`config.mk`:
```
export PLATFORM = sky130hd
export DESIGN_NAME = instr_fetch
export DESIGN_NICKNAME = d
export VERILOG_FILES = /design/src/rtl/rv_core_pkg.sv /design/src/rtl/if_id_reg.sv /design/src/rtl/instr_fetch.sv
export SDC_FILE = /design/constraint.sdc
export NUM_CORES = 1
export LEC_CHECK = 0
export CORE_UTILIZATION = 35
export DETAILED_ROUTE_END_ITERATION = 8
export HOLD_SLACK_MARGIN = 0.12
export PLACE_DENSITY = 0.75
export REMOVE_ABC_BUFFERS = 1
export SLEW_MARGIN = 25
export SYNTH_ARGS = -nofsm -noshare
export SYNTH_HDL_FRONTEND = slang
export SYNTH_SLANG_ARGS = --single-unit
```
`constraint.sdc`:
```
create_clock -name clk -period 2.59 [get_ports clk]
set_input_delay 0.518 -clock clk [delete_from_list [all_inputs] [get_ports clk]]
set_output_delay 0.518 -clock clk [all_outputs]
set_load 0.005 [all_outputs]
```
`src/rtl/rv_core_pkg.sv`:
```
`default_nettype none
// ============================================================================
// Module      : rv_core_pkg
// Description : Shared constants and the fetch FSM state encoding for the
//               RV core front end.
// Revision    : 1.0 - initial release
// ============================================================================
package rv_core_pkg;

    // Register / instruction width of the core
    localparam int XLEN = 32;
    localparam int ILEN = 32;

    // Canonical NOP (addi x0,x0,0) and reset fetch address
    localparam logic [ILEN-1:0] RV_NOP_INSTR = 32'h0000_0013;
    localparam logic [XLEN-1:0] RV_RESET_PC  = 32'h0000_0000;

    // Fetch FSM state encoding
    typedef logic [1:0] fetch_state_t;
    localparam fetch_state_t ST_BOOT  = 2'd0;
    localparam fetch_state_t ST_RUN   = 2'd1;
    localparam fetch_state_t ST_FAULT = 2'd2;

endpackage : rv_core_pkg
`default_nettype wire

```
`src/rtl/if_id_reg.sv`:
```
`default_nettype none
// ============================================================================
// Module      : if_id_reg
// Description : IF/ID output stage. Holds one instruction and its PC under a
//               valid/ready handshake; supports flush and NOP fill when empty.
// Revision    : 1.0 - initial release
// ============================================================================
module if_id_reg #(
    parameter int                    DATA_WIDTH = 32,
    parameter int                    ADDR_WIDTH = 32,
    parameter logic [DATA_WIDTH-1:0] NOP_INSTR  = 32'h0000_0013
) (
    input  logic                  clk,
    input  logic                  rst_n,
    input  logic                  i_flush,
    input  logic                  i_capture,
    input  logic                  i_ready,
    input  logic [DATA_WIDTH-1:0] i_instr,
    input  logic [ADDR_WIDTH-1:0] i_pc,
    output logic                  o_valid,
    output logic [DATA_WIDTH-1:0] o_instr,
    output logic [ADDR_WIDTH-1:0] o_pc
);

    logic                  r_valid;
    logic [DATA_WIDTH-1:0] r_instr;
    logic [ADDR_WIDTH-1:0] r_pc;

    // Flush beats capture beats drain; with none of them the stage holds.
    // out_pc is left untouched on flush/drain since it is only meaningful
    // while valid is high.
    always_ff @(posedge clk or negedge rst_n) begin
        if (!rst_n) begin
            r_valid <= 1'b0;
            r_instr <= NOP_INSTR;
            r_pc    <= '0;
        end else if (i_flush) begin
            r_valid <= 1'b0;
            r_instr <= NOP_INSTR;
        end else if (i_capture) begin
            r_valid <= 1'b1;
            r_instr <= i_instr;
            r_pc    <= i_pc;
        end else if (r_valid && i_ready) begin
            r_valid <= 1'b0;
            r_instr <= NOP_INSTR;
        end
    end

    assign o_valid = r_valid;
    assign o_instr = r_instr;
    assign o_pc    = r_pc;

endmodule : if_id_reg
`default_nettype wire

```
`src/rtl/instr_fetch.sv`:
```
`default_nettype none
// ============================================================================
// Module      : instr_fetch
// Description : Instruction fetch unit. Owns the PC and fetch FSM, drives the
//               combinational-read instruction memory, handles redirects and
//               fetch faults, and counts instructions accepted by decode.
// Revision    : 1.0 - initial release
// ============================================================================
module instr_fetch
    import rv_core_pkg::*;
#(
    parameter int                    DATA_WIDTH = 32,
    parameter int                    ADDR_WIDTH = 32,
    parameter int                    MEM_SIZE   = 512,
    parameter logic [ADDR_WIDTH-1:0] RESET_PC   = RV_RESET_PC,
    parameter logic [DATA_WIDTH-1:0] NOP_INSTR  = RV_NOP_INSTR
) (
    input  logic                  clk,
    input  logic                  rst_n,
    output logic [ADDR_WIDTH-1:0] instr_addr,
    input  logic [DATA_WIDTH-1:0] instr,
    input  logic                  redirect_valid,
    input  logic [ADDR_WIDTH-1:0] redirect_pc,
    output logic                  out_valid,
    input  logic                  out_ready,
    output logic [DATA_WIDTH-1:0] out_instr,
    output logic [ADDR_WIDTH-1:0] out_pc,
    output logic                  fetch_fault,
    output logic [31:0]           fetch_count
);

    localparam logic [ADDR_WIDTH-3:0] c_mem_words = (ADDR_WIDTH-2)'(MEM_SIZE);
    localparam logic [ADDR_WIDTH-1:0] c_pc_step   = ADDR_WIDTH'(4);

    fetch_state_t          r_state;
    fetch_state_t          w_state_nxt;
    logic [ADDR_WIDTH-1:0] r_pc;
    logic [ADDR_WIDTH-1:0] w_pc_nxt;
    logic                  r_fault;
    logic [31:0]           r_count;
    logic                  w_pc_ok;
    logic                  w_capture;
    logic                  w_flush;
    logic                  w_out_valid;

    assign instr_addr = r_pc;
    assign w_pc_ok    = (r_pc[1:0] == 2'b00) && (r_pc[ADDR_WIDTH-1:2] < c_mem_words);

    // Next-state / next-PC decision. Redirect has priority; entering FAULT
    // also flushes so the stage is empty once the FSM is terminal, while a
    // handshake in the detection cycle still completes.
    always_comb begin
        w_state_nxt = r_state;
        w_pc_nxt    = r_pc;
        w_capture   = 1'b0;
        w_flush     = 1'b0;
        case (r_state)
            ST_BOOT, ST_RUN: begin
                if (r_state == ST_BOOT) begin
                    w_state_nxt = ST_RUN;
                end
                if (redirect_valid) begin
                    w_flush = 1'b1;
                    if (redirect_pc[1:0] != 2'b00) begin
                        w_state_nxt = ST_FAULT;
                    end else begin
                        w_pc_nxt = redirect_pc;
                    end
                end else if (r_state == ST_RUN) begin
                    if (!w_pc_ok) begin
                        w_state_nxt = ST_FAULT;
                        w_flush     = 1'b1;
                    end else if (!w_out_valid || out_ready) begin
                        w_capture = 1'b1;
                        w_pc_nxt  = r_pc + c_pc_step;
                    end
                end
            end
            ST_FAULT: begin
                w_state_nxt = ST_FAULT;
            end
            default: begin
                w_state_nxt = ST_FAULT;
                w_flush     = 1'b1;
            end
        endcase
    end

    // PC, FSM state and sticky fault flag
    always_ff @(posedge clk or negedge rst_n) begin
        if (!rst_n) begin
            r_state <= ST_BOOT;
            r_pc    <= RESET_PC;
            r_fault <= 1'b0;
        end else begin
            r_state <= w_state_nxt;
            r_pc    <= w_pc_nxt;
            if (w_state_nxt == ST_FAULT) begin
                r_fault <= 1'b1;
            end
        end
    end

    // Retired-fetch counter: every decode handshake, wrapping naturally
    always_ff @(posedge clk or negedge rst_n) begin
        if (!rst_n) begin
            r_count <= '0;
        end else if (w_out_valid && out_ready) begin
            r_count <= r_count + 32'd1;
        end
    end

    if_id_reg #(
        .DATA_WIDTH (DATA_WIDTH),
        .ADDR_WIDTH (ADDR_WIDTH),
        .NOP_INSTR  (NOP_INSTR)
    ) u_if_id_reg (
        .clk       (clk),
        .rst_n     (rst_n),
        .i_flush   (w_flush),
        .i_capture (w_capture),
        .i_ready   (out_ready),
        .i_instr   (instr),
        .i_pc      (r_pc),
        .o_valid   (w_out_valid),
        .o_instr   (out_instr),
        .o_pc      (out_pc)
    );

    assign out_valid   = w_out_valid;
    assign fetch_fault = r_fault;
    assign fetch_count = r_count;

endmodule : instr_fetch
`default_nettype wire
```
==> impl_metrics.env <==
export IMPL_outcome="finished clean"
export IMPL_setup_viol=0
export IMPL_rrSetupSlack_ps=270
export IMPL_coreArea_um2=15430
export IMPL_cp_cell_sequence="nor4_1 > nand3_1 > nor3_4 > buf_4 > mux2_2"
export IMPL_rr_startpoint="instr_addr[28]"
export IMPL_seq_area_frac_synth_pct=59.09
export IMPL_hold_violations=0
export IMPL_cts_root_buf="clkbuf_16"
export IMPL_routedWlPerCell_um=16.90
export IMPL_cts_buffers_inserted=17
export IMPL_drtIter0Drc=241
export IMPL_power_density_nw_per_um2=562.9
export IMPL_critPathBufInv=1
export IMPL_drive_above_1_share_pct=10.94
export IMPL_clock_skew_final_ps=7.336
export IMPL_hold_class="primary input to asynchronous set/reset pin"
export IMPL_dr_pass1_iters=4
export IMPL_yosys_top_cells_area="dfrtp_1 58%, a22o_1 4.7%, xnor2_1 3.9%, nor2b_1 3.0%, nor2_1 2.3%"
export IMPL_synth_edff_count=0
export IMPL_clock_latency_ps=410
export IMPL_ys_ff_latch=132
export IMPL_htreeDepth=4
export IMPL_synthCells=476
export IMPL_max_clock_path_buffers=2
export IMPL_dpl_hpwl_mm=11.16
export IMPL_grt_usage_pct=19.32
export IMPL_area_delta_synth_final_pct=51.20
export IMPL_grt_max_degree=81
export IMPL_antenna_found_initial=0
export IMPL_viasPerCell=5.015
export IMPL_fmax_mhz=430.6
export IMPL_cp_max_fo=18
export IMPL_grt_pass1_vias=4785
export IMPL_nNetsFinal=761
export IMPL_async_flop_share_pct=100.0
export IMPL_path_class="flip-flop to flip-flop"
export IMPL_drc_errors=0
export IMPL_cap_viol_max_count=0
export IMPL_startpoint_type="flip-flop"
export IMPL_end_kind="flip-flop"
export IMPL_report_final_slew_viol_count=0
export IMPL_required_ps=2890
export IMPL_start_util_pct=36.28
export IMPL_diodes=0
export IMPL_grt_pass1_wl_mm=24.75
export IMPL_routabilityCongestion=0.8518
export IMPL_die_w_um=128.5
export IMPL_io_buffers=197
export IMPL_synth_top_area_share_pct=57.68
export IMPL_crit_arrival_ps=2620
export IMPL_num_rows=45
export IMPL_synth_distinct_cells=54
export IMPL_crit_path_top_delay_cell="nor4_1"
export IMPL_period_minus_slack_ps=2323
export IMPL_ioPinCount=198
export IMPL_fp_dieH_um=128.5
export IMPL_via_count=4589
export IMPL_numClockSinks=132
export IMPL_wl_mm=15.46
export IMPL_fin_util_pct=54.85
export IMPL_clk_pin_slew_ps=60
export IMPL_cpPeakStageDelay_ps=490
export IMPL_ir_drop_v=0.0004062
export IMPL_r2r_worst_path_cells=5
export IMPL_p_leak_nw=3.687
export IMPL_cpLargestDelayFamily="simple AND/OR/NAND/NOR gates"
export IMPL_fin_total_pwr_w=0.004763
export IMPL_rsz0062_at_grt="false"
export IMPL_avgSynthCellArea_um2=11.76
export IMPL_gr_total_overflow=0
export IMPL_cts_tree="built"
export IMPL_slew_headroom_pct=62.97
export IMPL_yosys_warnings=0
export IMPL_syn_cell_area_um2=5597
export IMPL_synth_ff_type="dfrtp_1"
export IMPL_synth_largest_area_cell="dfrtp_1"
export IMPL_tightest_slew_ps=555.4
export IMPL_fillCellCount=1326
export IMPL_dieArea_um2=16500
export IMPL_cts_setup_buffers=0
export IMPL_period_share_pct=89.67
export IMPL_rr_endpoint="u_if_id_reg.o_pc[2]"
export IMPL_ant_nets=0
## synth_stat cells (4+ instances only)
library cell,n
nor2_1,35
o21ai_0,4
mux2_1,4
nand2_1,32
nand4_1,14
inv_1,7
a22o_1,30
and3_1,5
and4_1,5
nand3_1,26
buf_4,7
nor2b_1,27
buf_2,4
nor4_1,5
o22ai_1,11
clkbuf_1,5
nor3_1,13
nand2b_1,5
mux2_2,6
nor4_4,4
xor2_1,7
dfrtp_1,129
xnor2_1,25
a21oi_1,17
## per-layer routing
metal | global-route usage [%] | share of wire [%]
met1 | 24.17 | 43
met2 | 32.37 | 50
met3 | 4.865 | 5.8
met4 | 7.059 | 1.6
met5 | 0 | 0
## final cells by class
class	count	area (µm²)	share of cell area, %
repair buffers	215	2161	25.54
multi-input cells	317	2148	25.39
clock buffers	19	442.9	5.234
clock inverters	13	108.9	1.286
well taps	211	264.0	3.120
inverters	8	30.03	0.3549
flip-flops and latches	132	3307	39.08
## cells by family after synthesis
| logic type | Yosys count | share of synthesized area [%] |
|---|---|---|
| compound gates | 85 | 11.18 |
| mux | 12 | 2.370 |
| flops | 132 | 59.09 |
| buf+inv | 27 | 2.638 |
| simple gates | 186 | 19.27 |
| xor+xnor | 32 | 5.008 |
| fa+ha+maj | 2 | 0.4471 |
## state kept, by name (all words and copies together) (netlist names)
name and flops:
fetch_count 32, fetch_fault 1, instr_addr 32, r_state 2, u_if_id_reg.o_instr 32, u_if_id_reg.o_pc 32, u_if_id_reg.o_valid 1
## report_power, final
group,switching [W],total [W],internal (W)
sequential,0.0000614,0.00217,0.00211
clock,0.000912,0.00225,0.00134
combinational,0.000137,0.000345,0.000208
## worst max path at each step
stage	startpoint	to	depth (start not counted)
after floorplan	instr_addr[23]	instr_addr[15]	5
after global placement	out_ready	fetch_count[26]	6
after detailed placement	out_ready	fetch_count[26]	6
after CTS	instr_addr[29]	u_if_id_reg.o_pc[2]	5
after global routing	instr_addr[28]	u_if_id_reg.o_pc[9]	5
final	instr_addr[28]	u_if_id_reg.o_pc[2]	5
## metrics by stage
step	cells	setup WS (ps)	setup TNS [ps]	cell area (µm²)	hold slack, ps
2_1_floorplan	457	-1267	-74020	5479	222.4
3_3_place_gp	882	205.1	0	7900	323.6
3_5_place_dp	882	161.5	0	7900	325.1
4_1_cts	915	242.8	0	8462	453.0
5_1_grt	915	90.69	0	8462	471.4
6_report	915	267.5	0	8462	467.9
## cell usage in the layout, fill, tap and decap left out, types with 2 or more instances in the layout
cell	count
clkdlybuf4s50_1	196
dfrtp_1	129
nor2_1	35
nand2_1	32
a22o_1	30
nor2b_1	27
nand3_1	26
xnor2_1	25
a21oi_1	17
clkbuf_16	17
nand4_1	14
nor3_1	13
buf_4	13
o22ai_1	11
inv_1	7
xor2_1	7
mux2_2	6
clkinv_2	6
nor4_1	5
nand2b_1	5
and4_1	5
and3_1	5
nor4_4	4
o21ai_0	4
mux2_1	4
buf_12	4
or2_2	3
a21o_1	3
o22a_1	3
o211ai_1	3
a211oi_1	3
clkinvlp_4	3
dfstp_2	3
nor4_2	2
a21oi_2	2
o32ai_1	2
mux2i_1	2
ha_1	2
inv_6	2
## what timing repair did
item	in CTS	in global routing
gates resized for setup	0	0
hold endpoints to repair	7	0
setup endpoints to repair	0	0
hold buffers	1	0
(Power assumes the default switching activity.)
